<file path="config.mk">
export PLATFORM = sky130hd
export DESIGN_NAME = shift_reg_arb
export DESIGN_NICKNAME = d
export VERILOG_FILES = /design/src/rtl/shift_reg_arb_pkg.sv /design/src/rtl/rr_arb2.sv /design/src/rtl/shift_reg_arb.sv
export SDC_FILE = /design/constraint.sdc
export NUM_CORES = 1
export LEC_CHECK = 0
export CAP_MARGIN = 20
export CORE_MARGIN = 10
export CORE_UTILIZATION = 38
export CTS_CLUSTER_SIZE = 24
export DETAILED_ROUTE_END_ITERATION = 10
export HOLD_SLACK_MARGIN = 0.1
export PLACE_DENSITY = 0.79
export SLEW_MARGIN = 20
export SYNTH_ARGS = -nofsm -noshare
export SYNTH_HDL_FRONTEND = slang
export SYNTH_SLANG_ARGS = --single-unit
</file>
<file path="constraint.sdc">
create_clock -name clk -period 3.2 [get_ports clk]
set_input_delay 0.32 -clock clk [delete_from_list [all_inputs] [get_ports clk]]
set_output_delay 0.32 -clock clk [all_outputs]
set_load 0.01 [all_outputs]
</file>
<file path="src/rtl/shift_reg_arb_pkg.sv">
// -----------------------------------------------------------------------------
// shift_reg_arb_pkg
//   Shared constants, the tag type carried alongside the 17-stage delay line,
//   and a saturating-increment helper used by the optional grant counters.
// -----------------------------------------------------------------------------
package shift_reg_arb_pkg;

    localparam int DW_C     = 16;  // delay-line data width
    localparam int STAGES_C = 17;  // delay-line depth

    // Requester identifiers as stored in the tag pipeline.
    localparam logic ID_REQ0 = 1'b0;
    localparam logic ID_REQ1 = 1'b1;

    // One tag per delay-line stage: is the word real, and who sent it.
    typedef struct packed {
        logic vld;
        logic id;
    } tag_t;

    function automatic logic [15:0] sat_inc16(input logic [15:0] v);
        return (v == 16'hFFFF) ? v : v + 16'd1;
    endfunction

endpackage : shift_reg_arb_pkg

</file>
<file path="src/rtl/rr_arb2.sv">
// -----------------------------------------------------------------------------
// rr_arb2
//   Two-way round-robin grant. Grants are combinational from the valids and
//   the last_grant register. last_grant moves only when a grant is actually
//   taken (advance=1). Reset leaves last_grant=1, so requester 0 wins the
//   first contention.
//
// Ports:
//   clk      in   rising-edge clock
//   rst      in   synchronous, active-high reset
//   v0, v1   in   request valids
//   advance  in   the current grant was accepted this cycle
//   g0, g1   out  one-hot (or zero) grant
// -----------------------------------------------------------------------------
module rr_arb2 (
    input  logic clk,
    input  logic rst,
    input  logic v0,
    input  logic v1,
    input  logic advance,
    output logic g0,
    output logic g1
);

    logic last_grant_q;
    logic last_grant_d;

    // NOTE: every signal written in an always_comb gets a default first, so no
    // path leaves it unassigned and no latch is inferred.
    always_comb begin
        // On contention the requester that did not win last time goes next.
        g0           = v0 & (~v1 | last_grant_q);
        g1           = v1 & ~g0;
        last_grant_d = last_grant_q;
        if (advance) begin
            last_grant_d = g1;
        end
    end

    // NOTE: state registers use non-blocking assignments so every flop samples
    // the pre-edge value of its inputs regardless of process ordering.
    always_ff @(posedge clk) begin
        if (rst) begin
            last_grant_q <= 1'b1;
        end else begin
            last_grant_q <= last_grant_d;
        end
    end

endmodule : rr_arb2

</file>
<file path="src/rtl/shift_reg_arb.sv">
// -----------------------------------------------------------------------------
// shift_reg_arb
//   Round-robin front end for the reset-less, stall-less shift_reg delay line.
//   Picks one of two valid/ready requesters per cycle, drives its word into
//   the delay line, and runs a {vld,id} tag pipeline of equal depth so each
//   word is steered back to its requester when it emerges STAGES cycles later.
//   Also keeps the in-flight count and implements a synchronous flush.
//
// Ports:
//   clk, rst                 clock; synchronous active-high reset
//   req{0,1}_valid/data      requester words
//   req{0,1}_ready           word accepted this cycle (gated by flush and rst)
//   flush                    drop every in-flight word
//   sr_d_in / sr_d_out       to / from the delay line
//   out_data                 emerging word (straight from sr_d_out)
//   out{0,1}_valid           out_data belongs to requester 0 / 1
//   inflight, idle           valid words in the line; inflight==0
//
// Optional (macro SHIFT_REG_ARB_STATS_EN):
//   grant_cnt0, grant_cnt1   saturating accepted-transfer counts, cleared by
//                            rst only
// -----------------------------------------------------------------------------
module shift_reg_arb
    import shift_reg_arb_pkg::*;
#(
    parameter int DW     = DW_C,
    parameter int STAGES = STAGES_C,
    parameter int CW     = $clog2(STAGES + 1)
) (
    input  logic          clk,
    input  logic          rst,
    input  logic          req0_valid,
    input  logic [DW-1:0] req0_data,
    output logic          req0_ready,
    input  logic          req1_valid,
    input  logic [DW-1:0] req1_data,
    output logic          req1_ready,
    input  logic          flush,
    output logic [DW-1:0] sr_d_in,
    input  logic [DW-1:0] sr_d_out,
    output logic [DW-1:0] out_data,
    output logic          out0_valid,
    output logic          out1_valid,
    output logic [CW-1:0] inflight,
    output logic          idle
`ifdef SHIFT_REG_ARB_STATS_EN
    ,
    output logic [15:0]   grant_cnt0,
    output logic [15:0]   grant_cnt1
`endif
);

    logic          g0;
    logic          g1;
    logic          accept;
    logic          emerge;
    tag_t          tag_q [1:STAGES];
    tag_t          tag_d [1:STAGES];
    logic [CW-1:0] inflight_q;
    logic [CW-1:0] inflight_d;

    rr_arb2 u_arb (
        .clk     (clk),
        .rst     (rst),
        .v0      (req0_valid),
        .v1      (req1_valid),
        .advance (accept),
        .g0      (g0),
        .g1      (g1)
    );

    // Ready depends only on the valids (through the grant), never on the other
    // requester's ready, so no combinational loop can form through sources.
    assign req0_ready = g0 & ~flush & ~rst;
    assign req1_ready = g1 & ~flush & ~rst;
    assign accept     = req0_ready | req1_ready;
    assign emerge     = tag_q[STAGES].vld;

    // Idle cycles push zeros to keep toggling on the delay line down.
    always_comb begin
        sr_d_in = '0;
        if (req0_ready) begin
            sr_d_in = req0_data;
        end else if (req1_ready) begin
            sr_d_in = req1_data;
        end
    end

    // Tag pipeline next state; a flush drops every valid at the coming edge.
    always_comb begin
        tag_d[1].vld = accept;
        tag_d[1].id  = req1_ready ? ID_REQ1 : ID_REQ0;
        for (int k = 2; k <= STAGES; k++) begin
            tag_d[k] = tag_q[k-1];
        end
        if (flush) begin
            for (int k = 1; k <= STAGES; k++) begin
                tag_d[k].vld = 1'b0;
            end
        end
    end

    // At most one word enters and one leaves per cycle, so the count never
    // exceeds STAGES and needs no overflow guard.
    always_comb begin
        inflight_d = inflight_q;
        case ({accept, emerge})
            2'b10:   inflight_d = inflight_q + {{(CW-1){1'b0}}, 1'b1};
            2'b01:   inflight_d = inflight_q - {{(CW-1){1'b0}}, 1'b1};
            default: inflight_d = inflight_q;
        endcase
        if (flush) begin
            inflight_d = '0;
        end
    end

    // NOTE: the delay-line data is never reset; clearing the tag valids is
    // enough to mask whatever garbage it holds after power-up or a flush.
    always_ff @(posedge clk) begin
        if (rst) begin
            for (int k = 1; k <= STAGES; k++) begin
                tag_q[k] <= '0;
            end
            inflight_q <= '0;
        end else begin
            tag_q      <= tag_d;
            inflight_q <= inflight_d;
        end
    end

    // An emerging word is still presented in a flush cycle; the flush only
    // affects what is left in the line after the edge.
    assign out_data   = sr_d_out;
    assign out0_valid = tag_q[STAGES].vld & (tag_q[STAGES].id == ID_REQ0);
    assign out1_valid = tag_q[STAGES].vld & (tag_q[STAGES].id == ID_REQ1);
    assign inflight   = inflight_q;
    assign idle       = (inflight_q == '0);

`ifdef SHIFT_REG_ARB_STATS_EN
    logic [15:0] grant_cnt0_q;
    logic [15:0] grant_cnt0_d;
    logic [15:0] grant_cnt1_q;
    logic [15:0] grant_cnt1_d;

    always_comb begin
        grant_cnt0_d = req0_ready ? sat_inc16(grant_cnt0_q) : grant_cnt0_q;
        grant_cnt1_d = req1_ready ? sat_inc16(grant_cnt1_q) : grant_cnt1_q;
    end

    // Statistics survive a flush; only rst clears them.
    always_ff @(posedge clk) begin
        if (rst) begin
            grant_cnt0_q <= '0;
            grant_cnt1_q <= '0;
        end else begin
            grant_cnt0_q <= grant_cnt0_d;
            grant_cnt1_q <= grant_cnt1_d;
        end
    end

    assign grant_cnt0 = grant_cnt0_q;
    assign grant_cnt1 = grant_cnt1_q;
`else
    // Statistics disabled: no counters and no extra ports.
`endif

endmodule : shift_reg_arb
</file>
==> impl_metrics.env, run 1 <==
export IMPL_setup_slack_ps=487
export IMPL_relSlewSlack=0.696
export IMPL_worstMarginPinSlew_ps=455
export IMPL_mostFrequentLayoutCell="clkdlybuf4s50_1"
export IMPL_worstPathRequired_ps=3430
export IMPL_synth_compound_area_frac=0.148
export IMPL_clkTransAtPathRegs_ps=80
export IMPL_overflow=0
export IMPL_layout_drive_gt1_share=0.0691
export IMPL_ys_seq_area_frac=0.464
export IMPL_cts_buffer_depth=2
export IMPL_layout_min_cycle_time_ps=2710
export IMPL_net_switching_power_uw=215
export IMPL_initial_utilization=0.394
export IMPL_p_int_uw=722
export IMPL_final_antenna_net_count=0
export IMPL_nFillCells=395
export IMPL_cts_setup_buffers=0
export IMPL_core_um2=4380
export IMPL_cts_root_buf="clkbuf_8"
export IMPL_maxSlewViolCount=0
export IMPL_synth_top_family_by_area="simple AND/OR/NAND/NOR gates"
export IMPL_critPathLaunchType="primary input"
export IMPL_die_h_um=87.4
export IMPL_insertion_delay_ps=290
export IMPL_htree_levels=2
export IMPL_fin_worst_skew_ps=5.81
export IMPL_post_cts_resized=0
export IMPL_mostFrequentLayoutCells="62 x clkdlybuf4s50_1, 40 x dfxtp_1, 18 x nor2b_1, 18 x and2_1, 16 x a22o_1"
export IMPL_grt_pass1_wl_um=6610
export IMPL_synth_top_cell_area_share=0.464
export IMPL_synth_cells=170
export IMPL_grt_pass1_vias=1449
export IMPL_cp_arrival_ps=2940
export IMPL_cp_max_fo=9
export IMPL_status="finished clean"
export IMPL_viasPerCell=4.90
export IMPL_synth_area_per_cell_um2=10.2
export IMPL_swShare=0.230
export IMPL_placed_area_um2=2250
export IMPL_dp_worst_setup_slack_ps=188
export IMPL_yosys_area_share_xor_xnor=0.0152
export IMPL_portBuffers=62
export IMPL_antenna_found_initial=0
export IMPL_combPwrFrac=0.124
export IMPL_drt_iter0_drc=67
export IMPL_synth_cell_types=34
export IMPL_gp_congestion=0.725
export IMPL_dr_pass1_iters=4
export IMPL_drcViolationCount=0
export IMPL_power_density_nw_per_um2=401
export IMPL_cts_buffers_inserted=5
export IMPL_fmax_mhz=369
export IMPL_synth_simple_gate_area_frac=0.216
export IMPL_cts_tree="yes"
export IMPL_die_area_um2=7640
export IMPL_cap_violations=0
export IMPL_synth_top_flop_cell="dfxtp_1"
export IMPL_wirelength_um=4060
export IMPL_power_share_clock=0.338
export IMPL_grt_usage=0.110
export IMPL_postCtsHoldBufs=0
export IMPL_vias=1318
export IMPL_critical_path_class="primary input to register"
export IMPL_cts_sinks=40
export IMPL_final_cells=269
export IMPL_power_frac_seq=0.538
export IMPL_dp_cells=262
export IMPL_synth_edf_count=0
export IMPL_post_route_period_util=0.848
export IMPL_num_rows=24
export IMPL_async_flop_share=0
export IMPL_synth_area_leader_cell="dfxtp_1"
export IMPL_pin_count=95
export IMPL_grt_max_degree=21
export IMPL_wl_per_cell_um=15.1
export IMPL_area_delta_synth_final_pct=35.3
export IMPL_yosys_warnings=0
export IMPL_stdcell_area_um2=2340
export IMPL_tns_ps=0
export IMPL_p_leak_uw=0.000928
export IMPL_synth_area_um2=1730
export IMPL_hold_path_class="register to register"
export IMPL_ys_top_cells_by_area="dfxtp_1 46%, a22o_1 8.1%, buf_4 7.8%"
export IMPL_peakVddDrop_uv=198
export IMPL_syn_num_nets=227
export IMPL_muxShareOfSynthArea=0.0174
export IMPL_worstSetupEndpointType="register"
export IMPL_num_nets_final=274
export IMPL_diodes=0
export IMPL_rsz0062_at_grt="false"
export IMPL_setup_violations=0
export IMPL_dp_hpwl_um=3060
export IMPL_synth_seq_cells=40
export IMPL_synth_adder_area_share=0.0290
export IMPL_finalHoldViolCount=0
export IMPL_die_width_um=87.4
[cells by family (layout without fill, tap and decap cells)]
group,Yosys count,count (layout)
simple gates,61,61
flops,40,40
compound gates,31,31
buf+inv,28,75
fa+ha+maj,4,4
xor+xnor,3,3
mux,3,3
[cell usage after synthesis, types with 2 or more instances]
library cell	instances
buf_6	2
nand2_1	3
nor3_1	2
o21ai_1	2
a21oi_1	4
buf_4	18
clkbuf_1	2
nor2b_1	18
inv_1	3
and2_1	18
xor2_1	3
o21ai_0	2
a22o_1	16
nand2b_1	4
or3_1	2
a21oi_4	2
nor2_1	4
dfxtp_1	40
ha_1	4
mux2i_1	3
nand2_2	2
nand3b_1	2
buf_2	3
[power by group through the flow]
stage | Clock (uW) | Combinational [uW] | Sequential [uW]
after floorplan | 0 | 62.0 | 516
after global placement | 0 | 115 | 516
after detailed placement | 0 | 117 | 516
after CTS | 325 | 117 | 505
after global routing | 353 | 125 | 505
final | 317 | 116 | 505
[through the flow]
step / hold slack [ps] / power, uW / util
6_report: 428 / 938 / 0.533
5_1_grt: 453 / 983 / 0.533
4_1_cts: 434 / 947 / 0.533
3_5_place_dp: 412 / 633 / 0.514
3_3_place_gp: 410 / 631 / 0.514
2_1_floorplan: 399 / 578 / -
[flip-flops by register name, summed over array words and instances, names as in the netlist]
register,count
u_arb.last_grant_q,1
emerge,1
tag_q,17
tag_d,16
inflight,5
[area by class of cell]
| cell class | instances | area (um2) | area share |
|---|---|---|---|
| clock inverters | 2 | 12.5 | 0.00536 |
| inverters | 3 | 11.3 | 0.00482 |
| flip-flops and latches | 40 | 801 | 0.343 |
| clock buffers | 5 | 68.8 | 0.0295 |
| repair buffers | 65 | 643 | 0.275 |
| well taps | 52 | 65.1 | 0.0279 |
| multi-input cells | 102 | 734 | 0.314 |
[routing by layer]
metal | wire length, um | global-route usage
met5 | 0 | 0
met2 | 2040 | 0.183
met3 | 377 | 0.0618
met4 | 19 | 0.0304
met1 | 1620 | 0.115
[critical path, stage by stage]
cell and delay, ps:
clkdlybuf4s50_1 540, nor2_4 240, nand2_2 90, a21oi_4 120, nand2b_1 130, inv_1 60
ha_1 310, xor2_1 190, ha_1 240, a21oi_1 160, xor2_1 90, or3_1 310
a21boi_1 140
[final timing paths]
| kind | to | slack, ps | startpoint | cells after the start |
|---|---|---|---|---|
| worst min-delay path | tag_q[17] | 430 | tag_q[19] | 1 |
| worst max register to register | inflight[2] | 830 | u_arb.last_grant_q | 11 |
| worst max-delay path | inflight[2] | 490 | flush | 13 |
| worst min register to register | tag_q[17] | 430 | tag_q[19] | 1 |
(Power assumes the default switching activity.)
==> inputs of run 2 (changes only) <==
- CORE_UTILIZATION: 38 -> 35
- PLACE_DENSITY: 0.79 -> 0.77
- clock period: 3.2 -> 2.25 ns (I/O delays scaled with it)
==> impl_metrics.env, run 2 (synthesis results as in run 1) <==
export IMPL_area_delta_synth_final_pct=45.5
export IMPL_cts_root_buf="clkbuf_8"
export IMPL_vias=1334
export IMPL_final_cells=298
export IMPL_rsz0062_at_grt="false"
export IMPL_cp_max_fo=4
export IMPL_peakVddDrop_uv=380
export IMPL_core_um2=4750
export IMPL_gp_congestion=0.754
export IMPL_critPathLaunchType="primary input"
export IMPL_worstPathBufferInverterCount=2
export IMPL_pin_count=95
export IMPL_die_area_um2=8140
export IMPL_cap_violations=0
export IMPL_power_frac_seq=0.492
export IMPL_max_stage_delay_ps=560
export IMPL_initial_utilization=0.363
export IMPL_worstMarginPinSlew_ps=376
export IMPL_critical_path_class="primary input to register"
export IMPL_power_share_clock=0.391
export IMPL_fin_worst_skew_ps=3.14
export IMPL_drt_iter0_drc=52
export IMPL_net_switching_power_uw=309
export IMPL_setup_violations=0
export IMPL_grt_usage=0.0979
export IMPL_insertion_delay_ps=290
export IMPL_fmax_mhz=475
export IMPL_status="finished clean"
export IMPL_final_antenna_net_count=0
export IMPL_finalHoldViolCount=0
export IMPL_overflow=0
export IMPL_dp_hpwl_um=3040
export IMPL_cts_sinks=40
export IMPL_finalPower_uw=1460
export IMPL_regMostFlops="tag_q"
export IMPL_mostFrequentLayoutCell="clkdlybuf4s50_1"
export IMPL_combPwrFrac=0.116
export IMPL_htree_levels=2
export IMPL_die_width_um=90.2
export IMPL_crit_family="buffers and inverters"
export IMPL_portBuffers=62
export IMPL_reg2reg_setup_slack_ps=160
export IMPL_cts_buffer_depth=2
export IMPL_die_h_um=90.2
export IMPL_p_int_uw=1150
export IMPL_dr_pass1_iters=4
export IMPL_power_density_nw_per_um2=580
export IMPL_clkTransAtPathRegs_ps=80
export IMPL_dp_cells=289
export IMPL_p_leak_uw=0.00111
export IMPL_hold_path_class="register to register"
export IMPL_largest_register_ffs=17
export IMPL_path_cells="clkdlybuf4s50_1 -> a21oi_4 -> nand2b_4 -> inv_1 -> ha_2 -> xor2_2 -> ha_4 -> o21ai_0 -> a21o_1 -> a32oi_2 -> mux2i_1"
export IMPL_antenna_found_initial=0
export IMPL_cts_buffers_inserted=5
export IMPL_cts_tree="yes"
export IMPL_wirelength_um=3980
export IMPL_cp_arrival_ps=2330
export IMPL_grt_pass1_vias=1382
export IMPL_post_route_period_util=0.936
export IMPL_num_nets_final=287
export IMPL_worstSetupEndpointType="register"
export IMPL_viasPerCell=4.48
export IMPL_mostFrequentLayoutCells="43 x clkdlybuf4s50_1, 39 x dfxtp_1, 18 x nor2b_1, 18 x and2_1, 17 x dlygate4sd2_1"
export IMPL_swShare=0.212
export IMPL_layout_min_cycle_time_ps=2110
export IMPL_layout_drive_gt1_share=0.156
export IMPL_maxSlewViolCount=0
export IMPL_grt_max_degree=21
export IMPL_postCtsHoldBufs=0
export IMPL_diodes=0
export IMPL_wl_per_cell_um=13.4
export IMPL_drcViolationCount=0
export IMPL_num_rows=25
export IMPL_grt_pass1_wl_um=6580
export IMPL_hold_ws_ps=427
export IMPL_tns_ps=0
export IMPL_relSlewSlack=0.749
export IMPL_critPathSlowestCell="clkdlybuf4s50_1"
export IMPL_worstPathRequired_ps=2470
[run 2: changes by cell type in the layout (fill, tap and decap cells not counted), moves of 2 or more]
cell and delta:
dlygate4sd2_1 +17, dlymetal6s2s_1 +2, clkdlybuf4s50_1 -19, ha_1 -2, buf_4 +13
[run 2: worst paths after layout]
| path | from | endpoint | cells past startpoint |
|---|---|---|---|
| setup / recovery | req1_valid | inflight[4] | 11 |
| hold / removal | tag_q[13] | tag_q[11] | 1 |
| setup reg to reg | u_arb.last_grant_q | inflight[4] | 11 |
| hold reg to reg | tag_q[13] | tag_q[11] | 1 |
[run 2: power groups by stage]
stage	Combinational [uW]	Clock [uW]	Sequential [uW]
floorplan	89.8	0	734
global placement	177	0	734
detailed placement	180	0	734
CTS	171	586	718
global route	184	613	719
finish	170	571	718
[run 2: cell type report]
type,count,area (um2)
fill,463,2240
sequential,40,802
multi-input combinational,102,783
timing repair buffer,78,724
tap,67,83.8
clock buffer,6,72.6
clock inverter,2,35.0
inverter,3,11.3
[run 2: worst reg2reg max path, cell delays in order, from the launching register on]
cell,delay (ps)
dfxtp_2,390
inv_1,90
a21oi_4,150
nand2b_4,130
inv_1,50
ha_2,210
xor2_2,190
ha_4,190
o21ai_0,80
a21o_1,170
a32oi_2,190
mux2i_1,200
[run 2: routing by layer]
metal / routed length (um) / track usage / share of wire
met5: 0 / 0 / 0
met2: 1890 / 0.158 / 0.47
met3: 366 / 0.0574 / 0.092
met4: 43 / 0.0318 / 0.011
met1: 1680 / 0.105 / 0.42
[run 2: repair_timing]
| action | 4_1_cts | 5_1_grt |
|---|---|---|
| endpoints found under the hold margin | 0 | 0 |
| setup endpoints to repair | 19 | 3 |
| pin swaps | 0 | 1 |
| gates resized for setup | 18 | 6 |
| setup buffers | 0 | 1 |
[run 2: through the flow]
stage	instance area, um2	setup slack, ps	util
after global routing	2510	24.1	0.528
final	2510	144	0.528
after floorplan	1740	12.2	-
after detailed placement	2380	-349	0.500
after global placement	2380	-238	0.500
after CTS	2470	10.7	0.520
==> inputs of run 3 (changes only) <==
- SKIP_CTS_REPAIR_TIMING: not set -> 1
- SKIP_LAST_GASP: not set -> 1
==> impl_metrics.env, run 3 (synthesis results as in run 1) <==
export IMPL_status="finished clean"
export IMPL_area_delta_synth_final_pct=47.3
export IMPL_post_route_period_util=0.941
export IMPL_swShare=0.212
export IMPL_largest_register_ffs=17
export IMPL_fin_worst_skew_ps=3.07
export IMPL_dp_hpwl_um=3040
export IMPL_num_nets_final=287
export IMPL_die_h_um=90.2
export IMPL_insertion_delay_ps=290
export IMPL_wirelength_um=4030
export IMPL_overflow=0
export IMPL_final_cells=298
export IMPL_drcViolationCount=0
export IMPL_p_leak_uw=0.00121
export IMPL_htree_levels=2
export IMPL_combPwrFrac=0.121
export IMPL_grt_pass1_vias=1373
export IMPL_critical_path_class="register to register"
export IMPL_die_width_um=90.2
export IMPL_portBuffers=62
export IMPL_dp_cells=289
export IMPL_die_area_um2=8140
export IMPL_drt_iter0_drc=56
export IMPL_cts_root_buf="clkbuf_8"
export IMPL_hold_path_class="primary input to register"
export IMPL_cts_sinks=40
export IMPL_p_int_uw=1160
export IMPL_power_frac_seq=0.489
export IMPL_finalPower_uw=1470
export IMPL_antenna_found_initial=0
export IMPL_pin_count=95
export IMPL_power_density_nw_per_um2=577
export IMPL_peakVddDrop_uv=381
export IMPL_wl_per_cell_um=13.5
export IMPL_core_um2=4750
export IMPL_viasPerCell=4.50
export IMPL_cap_violations=0
export IMPL_vias=1340
export IMPL_mostFrequentLayoutCells="49 x clkdlybuf4s50_1, 39 x dfxtp_1, 18 x nor2b_1, 18 x and2_1"
export IMPL_hold_ws_ps=317
export IMPL_maxSlewViolCount=0
export IMPL_diodes=0
export IMPL_worstMarginPinSlew_ps=357
export IMPL_num_rows=25
export IMPL_grt_max_degree=21
export IMPL_regMostFlops="tag_q"
export IMPL_worstPathRequired_ps=2430
export IMPL_final_antenna_net_count=0
export IMPL_grt_pass1_wl_um=6530
export IMPL_worstSetupEndpointType="register"
export IMPL_power_share_clock=0.390
export IMPL_finalHoldViolCount=0
export IMPL_clkTransAtPathRegs_ps=80
export IMPL_nFillCells=452
export IMPL_cp_max_fo=5
export IMPL_grt_usage=0.0971
export IMPL_layout_min_cycle_time_ps=2120
export IMPL_reg2reg_setup_slack_ps=130
export IMPL_cts_buffers_inserted=5
export IMPL_net_switching_power_uw=310
export IMPL_initial_utilization=0.363
export IMPL_gp_congestion=0.754
export IMPL_cts_buffer_depth=2
export IMPL_dr_pass1_iters=4
export IMPL_critPathLaunchType="register"
export IMPL_mostFrequentLayoutCell="clkdlybuf4s50_1"
export IMPL_cp_arrival_ps=2300
export IMPL_layout_drive_gt1_share=0.152
export IMPL_fmax_mhz=473
export IMPL_setup_violations=0
export IMPL_relSlewSlack=0.759
export IMPL_cts_tree="yes"
-- run 3: changes by cell type in the layout (fill, tap and decap cells not counted), sizes merged --
cell and change:
dlygate4sd2 -17, clkdlybuf4s50 +6, dlymetal6s2s +11
-- run 3: cell type report --
type                            instances  area (um2)  share of cell area
Timing Repair Buffer                   78         773               0.304
Multi-Input combinational cell        102         766               0.301
Sequential cell                        40         802               0.315
Clock inverter                          2        35.0              0.0138
Tap cell                               67        83.8              0.0330
Inverter                                3        11.3             0.00443
Clock buffer                            6        72.6              0.0285
-- run 3: final timing paths --
path	from	to	depth (start not counted)
max	u_arb.last_grant_q	inflight[4]	10
min reg2reg	tag_q[13]	tag_q[11]	1
max reg2reg	u_arb.last_grant_q	inflight[4]	10
min	req1_valid	tag_q[33]	3
-- run 3: worst max-delay path, stage by stage, from the launching register on --
cell,delay [ps]
dfxtp_2,390
inv_1,90
a21oi_4,150
nand2b_4,130
inv_1,50
ha_2,210
xor2_2,150
ha_2,210
o41ai_1,380
a32oi_2,100
mux2i_1,140
-- run 3: power groups by stage --
stage | registers (uW) | logic [uW] | clock network, uW
after floorplan | 734 | 89.8 | 0
after global placement | 734 | 177 | 0
after detailed placement | 734 | 180 | 0
after CTS | 718 | 181 | 586
after global routing | 719 | 192 | 613
final | 718 | 177 | 572
-- run 3: layer usage --
metal | routed length, um | GRT usage
met1 | 1680 | 0.105
met2 | 1930 | 0.155
met3 | 366 | 0.0574
met4 | 43 | 0.0318
met5 | 0 | 0
-- run 3: stage by stage --
step / TNS (ps) / setup WS, ps / utilization / area, um2
after floorplan: 0 / 12.2 / - / 1740
after global placement: -2320 / -238 / 0.500 / 2380
after detailed placement: -2920 / -349 / 0.500 / 2380
after CTS: -2460 / -158 / 0.523 / 2490
after global routing: -17.7 / -12.0 / 0.535 / 2540
final: 0 / 134 / 0.535 / 2540
